`src/rtl/alu_issue_stage.sv`:
```
// rtl/alu_issue_stage.sv - RV64 OP/OP-IMM/AUIPC issue stage feeding the ALU through a 2-entry skid buffer
module alu_issue_stage #(
  parameter int XLEN = 64
) (
  input  logic            clk,
  input  logic            rst,
  input  logic            in_valid,
  output logic            in_ready,
  input  logic [2:0]      in_funct3,
  input  logic            in_funct7_5,
  input  logic            in_is_imm,
  input  logic            in_use_pc,
  input  logic [XLEN-1:0] in_rs1,
  input  logic [XLEN-1:0] in_rs2,
  input  logic [XLEN-1:0] in_imm,
  input  logic [XLEN-1:0] in_pc,
  input  logic [4:0]      in_rd,
  output logic            out_valid,
  input  logic            out_ready,
  output logic [XLEN-1:0] operando1,
  output logic [XLEN-1:0] operando2,
  output logic [3:0]      operador,
  output logic [4:0]      out_rd,
  output logic            out_illegal
);

  typedef struct packed {
    logic [XLEN-1:0] op1;
    logic [XLEN-1:0] op2;
    logic [3:0]      op;
    logic [4:0]      rd;
    logic            ill;
  } entry_t;

  entry_t new_e;
  entry_t out_q, out_d, skid_q, skid_d;
  logic   out_valid_q, out_valid_d, skid_valid_q, skid_valid_d;
  logic   accept;
  logic   illegal_w;
  logic [3:0]      op_w;
  logic [XLEN-1:0] a_w, b_w;

  assign in_ready = !skid_valid_q && !rst;
  assign accept   = in_valid && in_ready;

  // Translate before the register so SKID only ever holds ready-to-issue entries.
  always_comb begin
    op_w = 4'b0000;
    unique case (in_funct3)
      3'b000:  op_w = (in_funct7_5 && !in_is_imm) ? 4'b0001 : 4'b0000;
      3'b001:  op_w = 4'b0010;
      3'b010:  op_w = 4'b0011;
      3'b011:  op_w = 4'b0011;
      3'b100:  op_w = 4'b0100;
      3'b101:  op_w = in_funct7_5 ? 4'b0110 : 4'b0101;
      3'b110:  op_w = 4'b0111;
      default: op_w = 4'b1000;
    endcase
    illegal_w = !in_use_pc && in_funct7_5 &&
                (!(in_funct3 == 3'b000 || in_funct3 == 3'b101) ||
                 (in_funct3 == 3'b000 && in_is_imm));
    if (in_use_pc) op_w = 4'b0000;

    a_w = in_use_pc ? in_pc : in_rs1;
    b_w = (in_is_imm || in_use_pc) ? in_imm : in_rs2;
    // Biasing both sign bits turns the ALU's unsigned compare into a signed one.
    if (!in_use_pc && in_funct3 == 3'b010) begin
      a_w[XLEN-1] = ~a_w[XLEN-1];
      b_w[XLEN-1] = ~b_w[XLEN-1];
    end

    new_e     = '0;
    new_e.rd  = in_rd;
    new_e.ill = illegal_w;
    if (!illegal_w) begin
      new_e.op1 = a_w;
      new_e.op2 = b_w;
      new_e.op  = op_w;
    end
  end

  always_comb begin
    out_d        = out_q;
    out_valid_d  = out_valid_q;
    skid_d       = skid_q;
    skid_valid_d = skid_valid_q;
    if (!out_valid_q || out_ready) begin
      if (skid_valid_q) begin
        out_d        = skid_q;
        out_valid_d  = 1'b1;
        skid_valid_d = 1'b0;
      end else if (accept) begin
        out_d       = new_e;
        out_valid_d = 1'b1;
      end else begin
        out_valid_d = 1'b0;
      end
    end else if (accept) begin
      skid_d       = new_e;
      skid_valid_d = 1'b1;
    end
  end

  always_ff @(posedge clk) begin
    if (rst) begin
      out_q        <= '0;
      out_valid_q  <= 1'b0;
      skid_q       <= '0;
      skid_valid_q <= 1'b0;
    end else begin
      out_q        <= out_d;
      out_valid_q  <= out_valid_d;
      skid_q       <= skid_d;
      skid_valid_q <= skid_valid_d;
    end
  end

  assign out_valid   = out_valid_q;
  assign operando1   = out_q.op1;
  assign operando2   = out_q.op2;
  assign operador    = out_q.op;
  assign out_rd      = out_q.rd;
  assign out_illegal = out_q.ill;

endmodule

```
`config.mk`:
```
export PLATFORM = sky130hd
export DESIGN_NAME = alu_issue_stage
export DESIGN_NICKNAME = d
export VERILOG_FILES = /design/src/rtl/alu_issue_stage.sv
export SDC_FILE = /design/constraint.sdc
export NUM_CORES = 1
export LEC_CHECK = 0
export BUFFER_PORTS_ARGS = -buffer_cell sky130_fd_sc_hd__buf_2
export CAP_MARGIN = 20
export CORE_MARGIN = 1.5
export CORE_UTILIZATION = 45
export CTS_BUF_LIST = sky130_fd_sc_hd__clkbuf_16
export DETAILED_ROUTE_END_ITERATION = 6
export GPL_ROUTABILITY_DRIVEN = 0
export GPL_TIMING_DRIVEN = 0
export PLACE_DENSITY = 0.73
export REMOVE_ABC_BUFFERS = 1
export SETUP_SLACK_MARGIN = 0.5
export SLEW_MARGIN = 20
export SYNTH_ARGS = -nofsm -noshare
export SYNTH_HDL_FRONTEND = slang
export SYNTH_SLANG_ARGS = --single-unit
```
`constraint.sdc`:
```
create_clock -name clk -period 2.5 [get_ports clk]
set_input_delay 0.5 -clock clk [delete_from_list [all_inputs] [get_ports clk]]
set_output_delay 0.5 -clock clk [all_outputs]
set_load 0.005 [all_outputs]
```
==> results by group <==
Setup path
  • Kind of critical path: reg2reg
  • Reg2reg start: skid_valid_q
  • Flop-to-flop setup slack: 0.27 ns
  • Startpoint Class: flop
  • Worst Setup EP: skid_q[7]
  • Arrival @ worst endpoint: between 2 and 3 ns
  • Worst Path Required: 2.97 ns
  • CP startpoint: skid_valid_q
  • Worst R2R End: skid_q[7]
  • Crit. End Element: flop
  • Worst-path maximum fanout: 10
  • Register-to-Register Path Depth: 7

Floorplanning
  • Core area: 28900 sq um
  • Io pins: about 410
  • Site Rows: 62
  • Initial Util: between 40% and 50%
  • Die Width: 174 microns
  • Die height: 174 microns
  • Die area: between 30000 and 40000 sq um

STA
  • Skew final: 0.0205 ns
  • Worst hold slack: 0.210 ns
  • Final worst slack: approximately 0.27 ns
  • Max Fclk: 449 MHz
  • Max-slew violations: 0
  • Final setup viols: 0
  • Slew HR: 47.7%
  • Final setup TNS: 0 ns
  • Period minus WS final: 2.23 ns
  • Tcrit/Tclk final: 89.0%
  • Worst-margin pin slew: between 0.7 and 0.8 ns
  • Final Hold Vio Count: 0
  • RSZ-0062 raised after global routing: yes

Clock network
  • CTS Buffer Depth: 3
  • CTS Buf Count: 30
  • Worst-Skew Late Latency: 0.55 ns
  • CTS tree: built
  • CTS Sinks: 278
  • Htree depth: 1
  • Hold-fix buffers at CTS: 0
  • Clock Tree Root: clkbuf_16
  • Clk slew on worst S/H paths: 0.06 ns

Logic synthesis
  • Number of synthesized register bits: roughly 280
  • Post-Syn Area: around 13000 sq um
  • Synthesized area per cell: roughly 8.4 sq um
  • Post-synth EDFFs: 0
  • Ys async rst share: 0%
  • Seq/Total Area, Yosys: 42.1%
  • Synth unique cells: 38
  • Post-synthesis cell count: 1566
  • Top_reg_cell synth: dfxtp_1
  • Yosys warns: 0

Global routing
  • Vias in the first global route: 12.3k
  • Overflow after GRT: 0
  • Pin count of the biggest net entering global routing: 119
  • Global-route wire length before repair: between 60000 and 70000 microns
  • GRT Util Overall: 26.1%
  • Initial antenna violation count: 1

Cells and area
  • Area delta synth->final: 37.4%
  • Finished Core Util: 63.0%
  • Nets: 2212
  • Share of layout cells above drive strength 1: roughly a third

Drt
  • DRC violations left: 0
  • DR WL/cell: 18.8 microns
  • DR vias: around 13k
  • TritonRoute pass-1 iters: 5
  • Drt initial violations: 948
  • Post-Route WL: 44100 microns
  • Post-DRT Antenna Nets: 0
  • Routed vias/inst: ~5.7

Pwr
  • Leak Pwr: slightly below 8 nW
  • Power per cell area: ~630 nW/um^2
  • Tot Pwr: 11.5 mW
  • Maximum vdd drop: 0.477 mV

Placed design
  • Detailed Place HPWL: 23500 microns
  • I/O Buffers: 410
  • Placement Setup Slack: -0.594 ns

Hold path
  • Min-Delay Path Class: in2reg

Flow run
  • Max-Cap Viols: 0

Status
  • Status: finished clean
cell type report:
type                       count  area, sq um
clock buffer                  31          776
clock inverter                25          305
fill                        2377        10700
multi-input combinational   1126         7210
timing repair buffer         502         3810
tap                          384          480
inverter                       3         18.8
sequential                   278         5570
antenna                        1         2.50
stage by stage:
step / instances / cell area [sq um]
2_1_floorplan: 1402 / 12500
5_1_grt: 2349 / 18200
3_3_place_gp: 2196 / 15100
4_1_cts: 2319 / 17500
6_report: 2350 / 18200
3_5_place_dp: 2220 / 15700
layout by cell type (no fill, tap or decap), types with 3 or more instances in the layout:
master	Yosys	layout
or3_4	0	8
clkbuf_16	0	43
nor3b_1	3	3
bufbuf_16	0	6
inv_1	3	3
nand2_1	274	272
nor2_1	141	140
bufinv_16	0	7
a21oi_1	142	112
mux2i_1	134	134
nand2b_1	5	5
buf_4	0	31
or3_1	128	120
clkinv_1	0	4
buf_2	9	407
clkinv_2	0	8
a21oi_2	0	30
clkinvlp_4	0	4
a311oi_1	3	3
o211ai_1	6	6
buf_16	0	26
buf_6	8	5
buf_8	0	5
dfxtp_1	278	277
buf_12	0	10
o311a_1	126	125
a211oi_1	8	8
nor3_1	68	68
nor3_2	60	60
o21ai_0	3	3
timing repair:
| item | CTS | global route |
|---|---|---|
| gates resized for setup | 25 | 49 |
| pin swaps | 21 | 11 |
| buffers inserted | 25 | 17 |
| gates cloned | 18 | 13 |
| setup endpoints to repair | 277 | 213 |
Yosys cell counts (all sizes together) (6+ instances only):
| cell | count | area (sq um) |
|---|---|---|
| dfxtp | 278 | 5570 |
| nand2 | 274 | 1030 |
| clkbuf | 144 | 541 |
| a21oi | 142 | 711 |
| nor2 | 142 | 541 |
| mux2i | 134 | 1340 |
| nor3 | 128 | 941 |
| or3 | 128 | 801 |
| o311a | 126 | 1260 |
| buf | 20 | 146 |
| a211oi | 8 | 60.1 |
| o211ai | 6 | 45.0 |
worst min-delay path by stage:
stage / startpoint / end / slack, ns / cells past startpoint
floorplan: skid_q[6] / skid_q[6] / 0.43 / 2
global placement: skid_q[0] / skid_q[0] / 0.44 / 2
detailed placement: skid_q[31] / skid_q[31] / 0.45 / 2
CTS: in_rd[1] / skid_q[2] / 0.19 / 3
global route: in_rd[0] / skid_q[1] / 0.21 / 3
finish: in_rd[2] / skid_q[3] / 0.21 / 3
metal layers:
layer	global-route usage (%)	up-vias	share of wire, %
met4	9.05	0	3.5
met2	46.2	612	49
met3	4.83	98	7.2
met1	31.6	6294	40
met5	0	-	0
li1	-	6364	-
registers in the layout, summed over array words and instances (netlist names):
name,count
skid_q,138
operando1,64
operando2,64
out_rd,5
operador,4
out_illegal,1
out_valid,1
skid_valid_q,1
cells by family after synthesis:
kind of cell	share of synthesized area, %
xor+xnor	0.0662
simple gates	26.2
mux	10.1
compound gates	16.3
buf+inv	5.28
flops	42.1
worst max-delay path, stage by stage (launching register included):
cell and delay (ns):
dfxtp_4 0.36, buf_16 0.13, buf_16 0.11, or3b_4 0.37
buf_4 0.16, nor2_1 0.60, o211ai_1 0.21, a21oi_1 0.20
where the power goes:
group | leakage, nW | internal, mW | switching (mW)
sequential | 2.28 | 4.67 | 0.119
combinational | 4.98 | 0.879 | 0.989
clock | 0.538 | 2.97 | 1.87
(Power assumes the default switching activity.)
